**config.mk**
```make
export PLATFORM = sky130hd
export DESIGN_NAME = noc_pe_interface
export DESIGN_NICKNAME = d
export VERILOG_FILES = /design/src/rtl/noc_pe_interface.sv
export SDC_FILE = /design/constraint.sdc
export NUM_CORES = 1
export LEC_CHECK = 0
export ABC_AREA = 1
export CORE_MARGIN = 2
export CORE_UTILIZATION = 53
export CTS_BUF_LIST = sky130_fd_sc_hd__clkbuf_4 sky130_fd_sc_hd__clkbuf_8
export CTS_CLUSTER_DIAMETER = 150
export DETAILED_ROUTE_END_ITERATION = 12
export GPL_TIMING_DRIVEN = 0
export PLACE_DENSITY = 0.89
export SLEW_MARGIN = 30
export SYNTH_ARGS = -nofsm -noshare
export SYNTH_HDL_FRONTEND = slang
export SYNTH_SLANG_ARGS = --single-unit
export TNS_END_PERCENT = 50
```
**constraint.sdc**
```tcl
create_clock -name clk -period 4.8 [get_ports clk]
set_input_delay 1.2 -clock clk [delete_from_list [all_inputs] [get_ports clk]]
set_output_delay 1.2 -clock clk [all_outputs]
set_load 0.005 [all_outputs]
```
**src/rtl/noc_pe_interface.sv**
```systemverilog
// PE-side network interface: ejection FIFO with destination check,
// and a multicast injection FSM toward the switch PE port.
module noc_pe_interface #(
  parameter int X_SIZE      = 2,
  parameter int Y_SIZE      = 2,
  parameter int DATA_WIDTH  = 8,
  parameter int TOTAL_WIDTH = 2*X_SIZE+2*Y_SIZE+DATA_WIDTH,
  parameter logic [X_SIZE-1:0] MY_X = '0,
  parameter logic [Y_SIZE-1:0] MY_Y = '0,
  parameter int FIFO_DEPTH  = 4,
  parameter int NUM_DEST    = 4,
  parameter logic [NUM_DEST*(X_SIZE+Y_SIZE)-1:0] DEST_LIST = 16'hDC98
) (
  input  logic                     clk,
  input  logic                     rstn,
  input  logic                     sw_valid_in,
  input  logic [TOTAL_WIDTH-1:0]   sw_data_in,
  output logic                     sw_ready_out,
  output logic                     sw_valid_out,
  output logic [TOTAL_WIDTH-1:0]   sw_data_out,
  input  logic                     sw_ready_in,
  output logic                     nrn_valid_out,
  output logic [DATA_WIDTH-1:0]    nrn_data_out,
  output logic [X_SIZE+Y_SIZE-1:0] nrn_src_out,
  input  logic                     nrn_ready_in,
  input  logic                     nrn_valid_in,
  input  logic [DATA_WIDTH-1:0]    nrn_data_in,
  output logic                     nrn_ready_out,
  output logic [7:0]               misroute_cnt
);

  localparam int CW = X_SIZE + Y_SIZE;
  localparam int EW = DATA_WIDTH + CW;
  localparam int AW = $clog2(FIFO_DEPTH);
  localparam int IW = 4;
  localparam logic [AW:0] DEPTH_C = (AW+1)'(FIFO_DEPTH);
  localparam logic [IW-1:0] LAST_C = IW'(NUM_DEST - 1);

  typedef enum logic {IDLE, SEND} state_e;

  logic [EW-1:0] mem_q [FIFO_DEPTH];
  logic [AW-1:0] wr_q, wr_d, rd_q, rd_d;
  logic [AW:0]   cnt_q, cnt_d;
  logic [7:0]    mis_q, mis_d;
  logic          full, empty, accept, match, push, pop;

  state_e              state_q, state_d;
  logic [IW-1:0]       idx_q, idx_d;
  logic [DATA_WIDTH-1:0] data_q, data_d;
  logic [CW-1:0]       dest;

  assign full   = (cnt_q == DEPTH_C);
  assign empty  = (cnt_q == '0);
  assign match  = (sw_data_in[CW-1:0] == {MY_X, MY_Y});
  assign accept = sw_valid_in & sw_ready_out;
  assign push   = accept & match;
  assign pop    = ~empty & nrn_ready_in;

  assign sw_ready_out  = rstn & ~full;
  assign nrn_valid_out = ~empty;
  assign {nrn_data_out, nrn_src_out} = mem_q[rd_q];
  assign misroute_cnt  = mis_q;

  always_comb begin
    wr_d  = wr_q;
    rd_d  = rd_q;
    cnt_d = cnt_q;
    mis_d = mis_q;
    if (push) wr_d = wr_q + 1'b1;
    if (pop)  rd_d = rd_q + 1'b1;
    unique case ({push, pop})
      2'b10:   cnt_d = cnt_q + 1'b1;
      2'b01:   cnt_d = cnt_q - 1'b1;
      default: cnt_d = cnt_q;
    endcase
    if (accept && !match && mis_q != 8'hFF)
      mis_d = mis_q + 8'd1;
  end

  // Payload storage needs no reset; validity lives in cnt_q.
  always_ff @(posedge clk) begin
    if (push)
      mem_q[wr_q] <= sw_data_in[TOTAL_WIDTH-1:2*CW+0] == '0 ?
        {sw_data_in[TOTAL_WIDTH-1:2*CW], sw_data_in[2*CW-1:CW]} :
        {sw_data_in[TOTAL_WIDTH-1:2*CW], sw_data_in[2*CW-1:CW]};
  end

  always_ff @(posedge clk) begin
    if (!rstn) begin
      wr_q  <= '0;
      rd_q  <= '0;
      cnt_q <= '0;
      mis_q <= '0;
    end else begin
      wr_q  <= wr_d;
      rd_q  <= rd_d;
      cnt_q <= cnt_d;
      mis_q <= mis_d;
    end
  end

  always_comb begin
    dest = DEST_LIST[CW-1:0];
    for (int i = 0; i < NUM_DEST; i++)
      if (idx_q == IW'(i)) dest = DEST_LIST[i*CW +: CW];
  end

  always_comb begin
    state_d = state_q;
    idx_d   = idx_q;
    data_d  = data_q;
    unique case (state_q)
      IDLE: if (nrn_valid_in) begin
        data_d  = nrn_data_in;
        idx_d   = '0;
        state_d = SEND;
      end
      SEND: if (sw_ready_in) begin
        if (idx_q == LAST_C) state_d = IDLE;
        else                 idx_d   = idx_q + 1'b1;
      end
      default: state_d = IDLE;
    endcase
  end

  always_ff @(posedge clk) begin
    if (!rstn) begin
      state_q <= IDLE;
      idx_q   <= '0;
      data_q  <= '0;
    end else begin
      state_q <= state_d;
      idx_q   <= idx_d;
      data_q  <= data_d;
    end
  end

  assign sw_valid_out  = (state_q == SEND);
  assign nrn_ready_out = rstn & (state_q == IDLE);
  assign sw_data_out   = {data_q, MY_X, MY_Y, dest};

endmodule

```
==> results.cfg <==
[placement]
dp_hpwl_um = 4890
portBuffers = 62
routabilityCongestion = 0.857

[floorplanning]
boundaryPins = 70
die_y_um = 83.9
dieArea_um2 = 7040
initial_core_util = 0.539
core.rowCount = 29
die_w_um = 83.9
coreArea_um2 = 6280

[synthesis]
synth-compound-area-share = 0.110
seq_area_frac_synth = 0.604
synth_mux_area_frac = 0
yosysTopAreaCell = edfxtp_1
synthXorXnorAreaFrac = 0
synth_top_family_by_area = simple AND/OR/NAND/NOR gates
ys_ff_latch = 78
synth_top_area_frac = 0.426
yosysMostFrequentCell = nor2_1
yosys.area_share.simple = 0.171
synthAdderAreaFrac = 0.0392
synthArstFlopShare = 0
synth-edff-count = 48
ys_top_cells_by_area = edfxtp_1 (43%), dfxtp_1 (18%), nor2_1 (8.3%), o21ai_0 (4.1%), nand2_1 (3.4%)
syn_area_per_cell_um2 = 9.72
syn-instance-count = 348
ys_types = 28
netlist_area_um2 = 3380
yosysWarnings = 0
synthTopCellsByCount = nor2_1 (75), edfxtp_1 (48), nand2_1 (31), dfxtp_1 (30), o21ai_0 (28)
synthFlopType = edfxtp_1

[finish]
layout-drive-gt1-share = 0.116
n_antenna_cell = 0
num-nets-final = 465
syn_to_final_growth_pct = 29.1

[cts]
holdBufCountCts = 0
cts_setup_buffers = 0
cts_made_buffers = 9
clk_latency_ns = 0.34
tritoncts = built
clkSinkCount = 78
cts_resized = 0
htree_levels = 3
path_clk_slew_ns = 0.08
cts_root_buf = clkbuf_8
clockBufferDepth = 2

[timing]
max_freq_mhz = 292
holdWs_ns = 0.460
tightest_slew_ns = 0.684
setup_violations = 0
fin_crit_sh = 0.713
fin_setup_tns_ns = 0
rsz0062_at_grt = no
slew_violations = 0
post-route-min-period_ns = 3.42
relSlewSlack = 0.544
finClkSkew_ns = 0.00678
hold_violations = 0

[drt]
dr_total_vias = 2612
drtIter0Drc = 145
drc = 0
drt_pre_antenna_iters = 4
routed_wl_um = 7020
wire_per_inst_um = 13.9
viasPerCell = 5.15
ant_nets = 0

[setup_path]
crit_path_start_kind = input pin
endpoint_kind = output port
required_ns = 3.60
r2r_start = cnt_q[0]
crit_type = input pin to output port
r2r_setup_slack_ns = 2.76
rr_worst_depth = 12
cp.arrival_ns = 2.22
rr_endpoint = cnt_q[2]
path_max_fanout = 9

[global_route]
grt_util_all_layers = 0.206
antenna_found_initial = 0
grt_max_degree = 15
grt_overflow = 0
grt_pass1_vias = 2598
grt_first_pass_wirelength_um = 11300

[flow_run]
drv_cap = 0

[hold_path]
hold_path.class = flip-flop to flip-flop
min_from = rd_q[1]
hold_depth = 2

[power]
p_per_area_nw_per_um2 = 326
ir_drop_mv = 0.253
power_leakage_nw = 1.66

[outcome]
status = finished, final reports clean
## flip-flops by register name (all words and copies together) (netlist names), named ones only
signal        cells
cnt_q             3
data_q            8
idx_q             4
misroute_cnt      8
wr_q              2
mem_q            48
sw_valid_out      1
rd_q              2
## worst max-delay path by stage
stage	endpoint	cells after the start	from
finish	sw_ready_out	4	rstn
global route	nrn_src_out[3]	5	flip-flop
CTS	sw_ready_out	4	rstn
detailed placement	sw_ready_out	4	rstn
global placement	mem_q[3][6]	6	sw_data_in[2]
floorplan	sw_ready_out	3	rstn
## layout make-up
cell class | count | area (µm²)
clock inverters | 7 | 120
fillers | 461 | 1910
flip-flops and latches | 78 | 2040
clock buffers | 9 | 124
repair buffers | 62 | 621
well taps | 77 | 96.3
multi-input cells | 220 | 1120
inverters | 37 | 139
plain buffers | 17 | 110
## logic make-up after synthesis
group | after synthesis
AOI/OAI and AO/OA | 70
adders and majority gates | 10
buffers and inverters | 54
DFF | 78
other | 2
and+or+nand+nor | 134
## worst max-delay path, cell delays in order
cell	delay, ns
buf_4	0.14
inv_1	0.13
a31oi_1	0.19
clkdlybuf4s50_1	0.55
## cell usage in the layout (no fill, tap or decap), types with 8 or more instances in the layout
master            n
inv_1            27
a21oi_1          18
o21ai_1           9
clkdlybuf4s50_1  62
buf_4             8
nand2_1          31
o21ai_0          28
o22ai_1          12
ha_1              9
clkbuf_8          9
inv_2            10
edfxtp_1         48
nor2_1           71
dfxtp_1          30
nand3_1          15
## stage by stage
stage          instance area, µm²  total power, mW  instances  setup WS [ns]  utilization
2_1_floorplan                3400            0.787        352           2.02            -
3_3_place_gp                 4120            0.845        491           1.37        0.656
3_5_place_dp                 4130            0.848        491           1.40        0.657
4_1_cts                      4370             1.43        507           1.38        0.696
5_1_grt                      4370             1.48        507           1.30        0.696
6_report                     4370             1.42        507           1.38        0.696
## metal layers
metal	track usage	wire length, µm	part of all wire	vias up
li1	-	-	-	1307
met1	0.226	2720	0.39	1212
met2	0.361	3770	0.54	81
met3	0.0445	410	0.058	12
met4	0.125	117	0.017	0
met5	0	0	0	-
## power by group
| group | switching [mW] | total, mW | internal (mW) |
|---|---|---|---|
| Clock | 0.243 | 0.591 | 0.348 |
| Sequential | 0.00751 | 0.726 | 0.719 |
| Combinational | 0.0471 | 0.107 | 0.0600 |
(Power assumes the default switching activity.)
==> edit: new RTL, same flow settings <==
Register the inputs `sw_valid_in`, `sw_data_in` and `sw_ready_in` before use, without a reset. The logic sees them one clock later. The other inputs are not delayed to match.
--- a/src/rtl/noc_pe_interface.sv
+++ b/src/rtl/noc_pe_interface.sv
@@ -38,6 +38,16 @@
 
   typedef enum logic {IDLE, SEND} state_e;
 
+  logic sw_valid_q;
+  logic [TOTAL_WIDTH-1:0] sw_data_q;
+  logic sw_ready_q;
+
+  always_ff @(posedge clk) begin
+    sw_valid_q <= sw_valid_in;
+    sw_data_q  <= sw_data_in;
+    sw_ready_q <= sw_ready_in;
+  end
+
   logic [EW-1:0] mem_q [FIFO_DEPTH];
   logic [AW-1:0] wr_q, wr_d, rd_q, rd_d;
   logic [AW:0]   cnt_q, cnt_d;
@@ -51,8 +61,8 @@
 
   assign full   = (cnt_q == DEPTH_C);
   assign empty  = (cnt_q == '0);
-  assign match  = (sw_data_in[CW-1:0] == {MY_X, MY_Y});
-  assign accept = sw_valid_in & sw_ready_out;
+  assign match  = (sw_data_q[CW-1:0] == {MY_X, MY_Y});
+  assign accept = sw_valid_q & sw_ready_out;
   assign push   = accept & match;
   assign pop    = ~empty & nrn_ready_in;
 
@@ -80,9 +90,9 @@
   // Payload storage needs no reset; validity lives in cnt_q.
   always_ff @(posedge clk) begin
     if (push)
-      mem_q[wr_q] <= sw_data_in[TOTAL_WIDTH-1:2*CW+0] == '0 ?
-        {sw_data_in[TOTAL_WIDTH-1:2*CW], sw_data_in[2*CW-1:CW]} :
-        {sw_data_in[TOTAL_WIDTH-1:2*CW], sw_data_in[2*CW-1:CW]};
+      mem_q[wr_q] <= sw_data_q[TOTAL_WIDTH-1:2*CW+0] == '0 ?
+        {sw_data_q[TOTAL_WIDTH-1:2*CW], sw_data_q[2*CW-1:CW]} :
+        {sw_data_q[TOTAL_WIDTH-1:2*CW], sw_data_q[2*CW-1:CW]};
   end
 
   always_ff @(posedge clk) begin
@@ -115,7 +125,7 @@
         idx_d   = '0;
         state_d = SEND;
       end
-      SEND: if (sw_ready_in) begin
+      SEND: if (sw_ready_q) begin
         if (idx_q == LAST_C) state_d = IDLE;
         else                 idx_d   = idx_q + 1'b1;
       end
Function: changed (Yosys sat finds a counterexample within 4 cycles, from zero or initial values and one cycle with rstn low).
==> edit against the original RTL <==
- worst setup slack lost 0.10 ns
- non-clock buffer count is the same
- wire length grew 7.9%
- critical endpoint unchanged
- critical path depth is the same
- critical path type unchanged
- highest routed layer unchanged
- largest cell class unchanged
- combinational power shrank 4%
- design area grew 8.7%
- via count grew 6.9%
- synthesized area grew 11%
- largest power group unchanged
- sequential cell count grew 18
- global-route usage shrank 0.29 points
- power grew 9.8%
- synthesized cell count grew 5.5%
==> edit: results (changes against the original RTL) <==
Hold Crit Endpoint: mem_q[2][1]
DR vias: 2793 (+6.9%)
Global Route Usage Sum: 0.2026 (-0.002918)
CP max-delay cell: clkdlybuf4s50_1
Commonest cells post-synth: nor2_1, dfxtp_1, edfxtp_1
Mapped Cells: 367 (+5.5%)
Largest cells by area after synthesis: edfxtp_1, dfxtp_1, nor2_1
Clk Latency, worst-skew pair: 0.35 ns
Maximum number of pins on one net before global-route repair: 18 (+3)
Peak supply drop: 163.8 uV (-35%)
Max Buffers Root-to-Sink: 2 (unchanged)
Netlist cell types: 29 (+3.6%)
R2R cell count: 12 (unchanged)
Placed instance count: 529 (+7.7%)
Kind of cell adding the most delay to the critical path: buffers and inverters
Layout cells sized above 1: 0.1158 (-0.0004662)
WL final: 7.580 mm (+7.9%)
Fillers: 501 (+8.7%)
ANT cells: 0 (unchanged)
Hold Slack: 0.4686 ns (+0.008821 ns)
PD cells: 329.5 mW/mm2 (+1.1%)
Vias in the first global route: 2701 (+4.0%)
Layout Cells excl Fill: 545 (+7.5%)
Switching Share: 0.2088 (about the same)
Critical Path AT: 2.32 ns (+0.10 ns)
Worst Hold Depth: 0 (-2)
Ys Warns: 0 (unchanged)
Lkg Pwr: 1.802 nW (+8.5%)
Crit path max fanout: 9 (unchanged)
Reg2Reg Setup Slack: 2.49 ns (-0.27 ns)
Port bufs: 62 (unchanged)
Sequential share of the synthesized area: 0.6391 (+0.03560)
First-pass GRT wire length: 11.94 mm (+5.6%)
Router iterations before antenna repair: 7 (+3)
Status: complete, no violations
Largest area contributor in the netlist: edfxtp_1
Clock skew: 0.01604 ns (+0.009252 ns)
FF-to-FF Start: cnt_q[1]
H-tree levels: 3 (unchanged)
Iter 0 DRT Violations: 184 (+27%)
Cts repair resizes: 0 (unchanged)
Post-synthesis async set-or-reset flop share: 0 (unchanged)
Top flop regs: mem_q: 48 flops, sw_data_q: 16 flops
Routability Congestion: 0.8037 (-6.2%)
Clock buffer count from CTS: 9 (unchanged)
Post-DP HPWL: 5.103 mm (+4.4%)
Clock root buffer: clkbuf_8
CP max stage delay: 0.54 ns
Cell Area, Placed: 0.004524 mm2 (+9.7%)
RR Endpoint: cnt_q[2]
Pre-CTS setup slack: 1.297 ns (-0.1075 ns)
Slew headroom: 0.5076 (-0.03599)
Nets: 484 (+4.1%)
Hold path start: sw_data_q[5]
-- edit: final cells by class --
cell class,instances,area share
well taps,96,0.02530
inverters,36,0.02846
clock buffers,10,0.02767
clock inverters,6,0.01950
multi-input cells,222,0.2395
repair buffers,62,0.1307
plain buffers,17,0.02292
flip-flops and latches,96,0.5059
-- edit: worst max path at each step --
stage | cells past startpoint | to | slack [ns] | startpoint
after global routing | 4 | sw_ready_out | 1.26 | rstn
after detailed placement | 4 | sw_ready_out | 1.30 | rstn
final | 4 | sw_ready_out | 1.28 | rstn
after global placement | 4 | sw_ready_out | 1.31 | rstn
after CTS | 4 | sw_ready_out | 1.29 | rstn
after floorplan | 3 | sw_ready_out | 1.95 | rstn
-- edit: cells by family (layout without fill, tap and decap cells) --
kind of cell | after synthesis | count (layout) | share of synthesized area
other | 2 | 6 | 0.001998
AND/OR/NAND/NOR | 137 | 137 | 0.1608
adder cells (fa/ha/maj) | 10 | 10 | 0.03529
flip-flops | 96 | 96 | 0.6391
buffers and inverters | 53 | 131 | 0.06491
AO/OA/AOI/OAI | 69 | 69 | 0.09787
-- edit: power by group through the flow --
stage / combinational (W) / sequential [W] / clock (W)
2_1_floorplan: 0.0000454 / 0.000906 / 0
3_3_place_gp: 0.0000997 / 0.000907 / 0
3_5_place_dp: 0.000103 / 0.000908 / 0
4_1_cts: 0.000103 / 0.000889 / 0.000583
5_1_grt: 0.000114 / 0.000892 / 0.000617
6_report: 0.000103 / 0.000889 / 0.000572
-- edit: routing by layer --
layer | routed length, um | global-route usage | part of all wire
met1 | 3000 | 0.2279 | 0.40
met2 | 4040 | 0.3746 | 0.53
met3 | 352 | 0.03265 | 0.046
met4 | 187 | 0.09366 | 0.025
met5 | 0 | 0 | 0
